File: src/rtl/imem_responder_if.sv
// Fetch-side bus between the fetch stage (master) and the instruction memory responder (slave):
// a valid/ready request channel carrying the address and a valid/ready response channel carrying the word.
interface imem_responder_if #(
    parameter int ADDR_W = 16,
    parameter int DATA_W = 16
);
    logic              req_valid;
    logic [ADDR_W-1:0] req_addr;
    logic              req_ready;
    logic              resp_valid;
    logic              resp_ready;
    logic [DATA_W-1:0] resp_data;
    logic              resp_err;

    modport master (
        output req_valid, req_addr, resp_ready,
        input  req_ready, resp_valid, resp_data, resp_err
    );

    modport slave (
        input  req_valid, req_addr, resp_ready,
        output req_ready, resp_valid, resp_data, resp_err
    );
endinterface

File: src/rtl/imem_responder.sv
// Instruction-memory responder: serves fetch requests from a programmable word array.
// Optional wait states are built only when IMEM_WAIT_STATES_EN is defined.
module imem_responder #(
    parameter int              ADDR_W   = 16,
    parameter int              DATA_W   = 16,
    parameter int              DEPTH    = 256,
    parameter logic [DATA_W-1:0] NOP_WORD = '0
) (
    input  logic              clk,
    input  logic              rst_n,
    imem_responder_if.slave   bus,
    input  logic              flush,
    input  logic [3:0]        wait_cfg,
    input  logic              prog_we,
    input  logic [ADDR_W-1:0] prog_addr,
    input  logic [DATA_W-1:0] prog_data
);

    localparam int              IDX_W   = $clog2(DEPTH);
    localparam logic [ADDR_W:0] DEPTH_L = (ADDR_W + 1)'(DEPTH);

    typedef enum logic [1:0] {
        IDLE = 2'd0,
        WAIT = 2'd1,
        RESP = 2'd2
    } state_t;

    state_t            state;
    state_t            next_state;
    logic [DATA_W-1:0] mem [DEPTH];
    logic [DATA_W-1:0] resp_data_q;
    logic              resp_err_q;
    logic [DATA_W-1:0] rd_word;
    logic              rd_err;
    logic              prog_ok;
    logic              req_ready;
    logic              accept;
    logic              go_wait;

`ifdef IMEM_WAIT_STATES_EN
    logic [3:0]        cnt;
    logic [DATA_W-1:0] pend_data;
    logic              pend_err;

    assign go_wait = (wait_cfg != 4'd0);
`else
    logic unused_wait_cfg;

    assign unused_wait_cfg = ^wait_cfg;
    assign go_wait         = 1'b0;
`endif

    assign prog_ok   = ({1'b0, prog_addr} < DEPTH_L);
    assign rd_err    = !({1'b0, bus.req_addr} < DEPTH_L);
    assign rd_word   = rd_err ? NOP_WORD : mem[bus.req_addr[IDX_W-1:0]];
    assign req_ready = !flush && ((state == IDLE) || ((state == RESP) && bus.resp_ready));
    assign accept    = bus.req_valid && req_ready;

    assign bus.req_ready  = req_ready;
    assign bus.resp_valid = (state == RESP);
    assign bus.resp_data  = resp_data_q;
    assign bus.resp_err   = resp_err_q;

    // Array is intentionally not reset; a same-edge fetch sees the old word.
    always_ff @(posedge clk) begin
        if (prog_we && prog_ok) begin
            mem[prog_addr[IDX_W-1:0]] <= prog_data;
        end
    end

    always_ff @(posedge clk or negedge rst_n) begin
        if (!rst_n) begin
            state <= IDLE;
        end else begin
            state <= next_state;
        end
    end

    always_comb begin
        next_state = state;
        if (flush) begin
            next_state = IDLE;
        end else begin
            case (state)
                IDLE: begin
                    if (accept) next_state = go_wait ? WAIT : RESP;
                end
                RESP: begin
                    if (bus.resp_ready) next_state = accept ? (go_wait ? WAIT : RESP) : IDLE;
                end
`ifdef IMEM_WAIT_STATES_EN
                WAIT: begin
                    if (cnt == 4'd1) next_state = RESP;
                end
`endif
                default: next_state = IDLE;
            endcase
        end
    end

    // Response registers only update on entry to RESP; delayed fetches park in pend_* meanwhile.
    always_ff @(posedge clk or negedge rst_n) begin
        if (!rst_n) begin
            resp_data_q <= NOP_WORD;
            resp_err_q  <= 1'b0;
`ifdef IMEM_WAIT_STATES_EN
            cnt         <= 4'd0;
            pend_data   <= NOP_WORD;
            pend_err    <= 1'b0;
`endif
        end else begin
            if (accept && !go_wait) begin
                resp_data_q <= rd_word;
                resp_err_q  <= rd_err;
            end
`ifdef IMEM_WAIT_STATES_EN
            if (accept && go_wait) begin
                pend_data <= rd_word;
                pend_err  <= rd_err;
                cnt       <= wait_cfg;
            end else if (flush) begin
                cnt <= 4'd0;
            end else if (state == WAIT) begin
                cnt <= cnt - 4'd1;
                if (cnt == 4'd1) begin
                    resp_data_q <= pend_data;
                    resp_err_q  <= pend_err;
                end
            end
`endif
        end
    end

endmodule

File: src/flat_wrapper.sv
// flat-port wrapper written by rule: the top's interface ports become plain ports
module imem_responder_flat 
#(
    parameter int              ADDR_W   = 16,
    parameter int              DATA_W   = 16,
    parameter int              DEPTH    = 256,
    parameter logic [DATA_W-1:0] NOP_WORD = '0
)
  (clk, rst_n, flush, wait_cfg, prog_we, prog_addr, prog_data, bus_req_valid, bus_req_addr, bus_resp_ready, bus_req_ready, bus_resp_valid, bus_resp_data, bus_resp_err);
  imem_responder_if #(.ADDR_W(ADDR_W), .DATA_W(DATA_W)) bus_i ();
  input  logic clk;
  input  logic rst_n;
  input  logic flush;
  input  logic [3:0] wait_cfg;
  input  logic prog_we;
  input  logic [ADDR_W-1:0] prog_addr;
  input  logic [DATA_W-1:0] prog_data;
  input wire logic [$bits(bus_i.req_valid)-1:0] bus_req_valid;
  input wire logic [$bits(bus_i.req_addr)-1:0] bus_req_addr;
  input wire logic [$bits(bus_i.resp_ready)-1:0] bus_resp_ready;
  output wire logic [$bits(bus_i.req_ready)-1:0] bus_req_ready;
  output wire logic [$bits(bus_i.resp_valid)-1:0] bus_resp_valid;
  output wire logic [$bits(bus_i.resp_data)-1:0] bus_resp_data;
  output wire logic [$bits(bus_i.resp_err)-1:0] bus_resp_err;
  assign bus_i.req_valid = bus_req_valid;
  assign bus_i.req_addr = bus_req_addr;
  assign bus_i.resp_ready = bus_resp_ready;
  assign bus_req_ready = bus_i.req_ready;
  assign bus_resp_valid = bus_i.resp_valid;
  assign bus_resp_data = bus_i.resp_data;
  assign bus_resp_err = bus_i.resp_err;
  imem_responder #(.ADDR_W(ADDR_W), .DATA_W(DATA_W), .DEPTH(DEPTH), .NOP_WORD(NOP_WORD)) u_core (.clk(clk), .rst_n(rst_n), .bus(bus_i), .flush(flush), .wait_cfg(wait_cfg), .prog_we(prog_we), .prog_addr(prog_addr), .prog_data(prog_data));
endmodule
File: config.mk
export PLATFORM = sky130hd
export DESIGN_NAME = imem_responder_flat
export DESIGN_NICKNAME = d
export VERILOG_FILES = /design/src/rtl/imem_responder_if.sv /design/src/rtl/imem_responder.sv /design/src/flat_wrapper.sv
export SDC_FILE = /design/constraint.sdc
export NUM_CORES = 2
export LEC_CHECK = 0
export ABC_CLOCK_PERIOD_IN_PS = 5000
export BUFFER_PORTS_ARGS = -buffer_cell sky130_fd_sc_hd__buf_2
export CORE_MARGIN = 2
export CORE_UTILIZATION = 30
export CTS_CLUSTER_DIAMETER = 80
export CTS_CLUSTER_SIZE = 16
export DETAILED_ROUTE_END_ITERATION = 8
export PLACE_DENSITY = 0.51
export SLEW_MARGIN = 20
export SYNTH_ARGS = -nofsm -noshare
export SYNTH_HDL_FRONTEND = slang
export SYNTH_SLANG_ARGS = --single-unit
File: constraint.sdc
create_clock -name clk -period 5 [get_ports clk]
set_input_delay 1.5 -clock clk [delete_from_list [all_inputs] [get_ports clk]]
set_output_delay 1.5 -clock clk [all_outputs]
set_load 0.01 [all_outputs]
Yosys cells after proc, flatten, opt, wreduce, memory -nomap -nowiden
Memory sizes are Yosys's and may differ from the RTL's.
Index checks and enable logic that the tools add are counted.
{"block": "op_classes", "order_cmp": 2, "eq_ne": 3, "n_mux": 8, "reduce_logical": 9}
{"op": "$lt 16x9->1 const B", "n": 2}
{"op": "$mux 16", "n": 1}
{"op": "$mux 2", "n": 4}
{"op": "$logic_and 1x1->1", "n": 4}
{"op": "$pmux 2 s2", "n": 1}
{"op": "$ne 3x2->1 const B", "n": 1}
{"op": "$ne 3x3->1 const B", "n": 1}
{"op": "$eq 2x2->1 const B", "n": 1}
{"op": "$logic_not 1->1", "n": 2}
{"op": "$logic_not 2->1", "n": 1}
{"op": "$mux 1", "n": 2}
{"op": "$reduce_and 2->1", "n": 1}
{"op": "$logic_or 1x1->1", "n": 1}
{"block": "totals", "ff_bits": 19, "ram_bits": 4096, "input_bits": 58, "out_inout_bits": 19, "memories": 1}
{"name": "u_core.mem", "depth": 256, "width": 16, "read_ports": 1, "rd_ports_with_merged_regs": 0, "wr": 1, "line_no": "imem_responder.sv:30", "rtl": "logic [DATA_W-1:0] mem [DEPTH];"}

Logic depth before layout (Yosys ltp)
{"block": "logic_depth", "depth_word": 9, "depth_mapped": 14}

Least setup slack after synthesis
Ideal clock, no wire load.
{"block": "synth_timing", "kind": "input-to-reg", "start": "in prog_addr[14]", "end": "mem u_core.mem[180][0], enable pin", "setup_ps": 388, "arrival_ps": 3369, "required_time_ps": 4612, "slack_ps": 1242, "path_stages": 6, "cell_sequence": "nor3_1 nand4_1 nor3b_1 nand3_1 clkbuf_1 nor2_1"}
{"block": "synth_between", "elab_chain_len": 4}
{"element": "start: declaration", "line_no": "flat_wrapper.sv:16", "rtl": "input logic [ADDR_W-1:0] prog_addr;"}
{"element": "$lt 16x9->1", "line_no": "imem_responder.sv:53", "rtl": "assign prog_ok = ({1'b0, prog_addr} < DEPTH_L);"}
{"element": "$logic_and 1x1->1", "line_no": "imem_responder.sv:66", "rtl": "if (prog_we && prog_ok) begin"}
{"element": "$mux 1", "line_no": "imem_responder.sv:66"}
{"element": "$mux 1 (not written as such)", "line_no": "imem_responder.sv:67", "rtl": "mem[prog_addr[IDX_W-1:0]] <= prog_data;"}
{"element": "end: declaration", "line_no": "imem_responder.sv:30"}
Every way passes these cells.

Final worst setup path
{"block": "layout_timing", "start": "in bus_req_addr[0]", "end": "reg u_core.resp_data_q[9], in the netlist u_core.bus.resp_data[9]"}
{"block": "layout_between", "elab_chain_len": 2}
{"element": "start: declaration", "line_no": "flat_wrapper.sv:19", "rtl": "input wire logic [$bits(bus_i.req_addr)-1:0] bus_req_addr;"}
{"element": "$mem_v2 256x16 / $lt 16x9->1 (equally long branches)"}
{"element": "$mux 16 (*)", "line_no": "imem_responder.sv:55", "rtl": "assign rd_word = rd_err ? NOP_WORD : mem[bus.req_addr[IDX_W-1:0]];"}
{"element": "end signal: assignment", "line_no": "imem_responder.sv:113", "rtl": "resp_data_q <= rd_word;"}
{"element": "end: declaration", "line_no": "imem_responder.sv:31", "rtl": "logic [DATA_W-1:0] resp_data_q;"}
Every way passes the cells marked *; elsewhere a longest branch is shown, timed or not.
A chain may end at the register's enable or synchronous reset.

==> run metrics <==
H-tree depth=5; Final Cell Area=183,000 um2; Sinks on Clock Net=4,114; drt pass-1 iters=7; Area after DPL=175,000 um2; Starting DRT DRC Count=11,000; GRT Util Overall=0.181; cts hold-fix bufs=0; die width=735 um; startpoint types=input port; max_cap viols=0; Synth warnings=0; first-pass GRT wire length=688,000 um; register area share after synthesis=0.770; Post-Syn Area=160,000 um2; DP Wirelength=319,000 um; wire per inst=32.7 um; Worst Min Path Start=u_core.bus.resp_data[12]$_DFFE_PN0P_; Mapped Nets=7,626; CORE AREA=532,000 um2; worst slew pin tran=1270 ps; Register-to-Register Path Depth=6; Final Wtd Congestion=0.844; Post-Place Setup Slack=-526 ps; Main synth FF type=edfxtp_1; Final Worst Setup Slack=454 ps; clock insertion delay at the later pin of the skew report=960 ps; CP Data Arrival Time=5430 ps; row cnt=268; filler cell count=49,500; Peak VDD IR=0.247 mV; Max Fanout on Critical Path=36; Setup crit start=bus_req_addr[0]; die area=540,000 um2; total CTS buffers=297; CTS-repair resized insts=0; WP data required=5880 ps; Slowest cell on crit path=o21ai_0; Tmin final=4550 ps; Total Power=64.7 mW; library cells used by synthesis=82; final setup violation count=0; Max transition margin=0.151; Post-Synthesis Cells=7,568; Seq cells post-synth=4,114; largest net degree at the start of global routing=136; Vias=82,500; Critical Path Max Stage Delay=770 ps; Hold WC Path Type=reg2reg; clock-pin slew on the worst setup and hold paths=70 ps; CP Capture Type=flop; ys async rst share=0.00438; Leak=57.3 nW; drc violations=0; fraction of layout cells with a size suffix above 1=0.266; Area Overhead vs Synth=14.1%; Final Cycle Share=0.909; Layout Utilization=0.344; Port Buffers=72; Max Root-Sink Buffers=4; max-slew violations=0; outcome=complete, no violations; clock root buffer=clkbuf_16; RSZ-0062 raised after global routing=false; Via density=5.33; fin nets=8,425; Die Y=735 um; final wirelength=507,000 um; post-CTS setup buffer count=0; WHS Path Cells=2; Mapped Avg Cell Area=21.2 um2; CP Cell Sequence=buf_12 > buf_12 > buf_12 > buf_4 > mux2i_1 > o221ai_1 > a21oi_1 > o21ai_0 > buf_4 > nand4_1 > o31ai_1 > buf_4 > a22o_1; Hold Fails Final Rpt=0; number of top-level pins=77; Worst Skew=66.3 ps; EDFF count, synth=4,096; fmax=0.220 GHz; vias in the first global route=81,400; Cell Pwr Density=354 nW/um2; CTS tree=done; crit path kind=in2reg; starting density of the core=0.301; post-route ant nets=0; Critical R2R Launch=u_core.mem[225][8]$_DFFE_PP_; Reg2Reg Setup Slack=1860 ps; hold_ws=492 ps; grt total ovfl=0; initial antenna violation count=42
==> through the flow <==
stage / instances / TNS, ps
4_1_cts: 15500 / 0
6_report: 15500 / 0
3_5_place_dp: 15100 / -1240
2_1_floorplan: 7568 / 0
5_1_grt: 15500 / 0
3_3_place_gp: 15100 / -1230
==> kinds of logic after synthesis <==
family                 after synthesis  synth area share
flip-flops                        4114             0.770
multiplexers                      1349             0.149
AND/OR/NAND/NOR                    831            0.0227
AO/OA/AOI/OAI                      829            0.0358
buffers and inverters              445            0.0222
==> placed cells by master, fill, tap and decap left out, types with 9 or more instances in the layout <==
cell type / synthesis / layout
a211oi_1: 30 / 30
a21oi_1: 166 / 166
a221oi_1: 15 / 15
a22o_1: 9 / 9
a22oi_1: 98 / 98
a311oi_1: 9 / 9
a31oi_1: 42 / 42
and2_1: 17 / 17
and3_1: 11 / 11
buf_12: 11 / 119
buf_2: 100 / 50
buf_4: 56 / 747
buf_8: 53 / 18
clkbuf_1: 110 / 47
clkbuf_16: 0 / 307
dfrtp_1: 18 / 18
diode_2: 0 / 16
edfxtp_1: 4096 / 4096
inv_6: 0 / 16
mux2_2: 28 / 28
mux2i_1: 519 / 519
mux4_1: 84 / 84
mux4_2: 718 / 718
nand2_1: 223 / 213
nand2_2: 1 / 10
nand3_1: 65 / 59
nand4_1: 17 / 17
nor2_1: 358 / 176
nor2_2: 1 / 182
nor2b_1: 22 / 18
nor3_1: 52 / 51
nor4_1: 20 / 16
o211ai_1: 25 / 25
o21ai_0: 67 / 67
o221ai_1: 123 / 123
o22ai_1: 136 / 136
o31ai_1: 10 / 10
or3_1: 9 / 9
==> final cells by class <==
type / count / area, um2 / area share
antenna: 16 / 40.0 / 0.000219
clock buffer: 355 / 7870 / 0.0430
clock inverter: 24 / 308 / 0.00168
inverter: 9 / 50.0 / 0.000274
multi-input combinational: 3009 / 33900 / 0.185
sequential: 4114 / 123000 / 0.675
tap: 7020 / 8780 / 0.0480
timing repair buffer: 936 / 8540 / 0.0467
==> per-layer routing <==
layer | GRT usage | vias to the layer above | part of all wire
met5 | 0 | - | 0.000026
met4 | 0.0543 | 2 | 0.033
met3 | 0.0281 | 656 | 0.077
met2 | 0.296 | 3727 | 0.48
met1 | 0.251 | 44900 | 0.41
li1 | - | 33200 | -
==> worst max-delay path: cells and delay by family <==
kind	cells	cell delay (ps)
simple gates	1	180
buf+inv	6	1700
mux	1	120
compound gates	5	1800
==> synthesized netlist by cell type (all sizes together) (4+ instances only) <==
cell     instances  share of area
a41oi            4        0.00022
a2111oi         11        0.00064
nand4           17        0.00066
a22oi           98         0.0046
a32oi            8        0.00044
dfrtp           18         0.0028
inv              7        0.00016
mux2i          519          0.032
clkbuf         140         0.0049
a32o             5        0.00031
o2111ai          6        0.00033
a22o             9        0.00049
o21a             8        0.00037
o21ai           74         0.0023
a221oi          17         0.0010
mux4           802           0.11
o41ai            8        0.00044
nor4            20        0.00078
edfxtp        4096           0.77
buf            296          0.017
or3              9        0.00035
nand2          224         0.0053
a31oi           42         0.0016
a311oi           9        0.00049
o221ai         124         0.0068
nand3           65         0.0020
o311ai           6        0.00033
mux2            28         0.0020
or4              8        0.00037
nor2           359         0.0084
o31ai           10        0.00047
o22ai          136         0.0053
a21oi          166         0.0052
nand2b           9        0.00035
and3            11        0.00043
nor2b           22        0.00086
o32ai            7        0.00038
and2            17        0.00066
o211ai          25         0.0012
nor3            52         0.0016
or2              4        0.00016
a211oi          32         0.0016
==> worst paths after layout <==
| kind | to |
|---|---|
| worst min-delay path | u_core.bus.resp_data[12]$_DFFE_PN0P_ |
| min in group asynchronous | u_core.bus.resp_data[1]$_DFFE_PN0P_ |
| max in group asynchronous | u_core.state[1]$_DFFE_PN0P_ |
| worst min register to register | u_core.bus.resp_data[12]$_DFFE_PN0P_ |
| worst max register to register | u_core.bus.resp_data[8]$_DFFE_PN0P_ |
| worst max-delay path | u_core.bus.resp_data[9]$_DFFE_PN0P_ |
==> power by group <==
group	internal (mW)	total (mW)	switching (mW)	leakage, nW
Combinational	1.34	4.00	2.66	16.3
Sequential	37.9	37.9	0.00155	37.0
Clock	11.2	22.8	11.6	3.99
Total	50.4	64.7	14.3	57.3
==> sequential cells by signal, summed over array words and instances, names as in the netlist <==
register / count
u_core.bus.resp_err: 1
u_core.mem: 4096
u_core.bus.resp_data: 16
u_core.state: 1
Note: power is estimated with default switching activity, not from simulation.
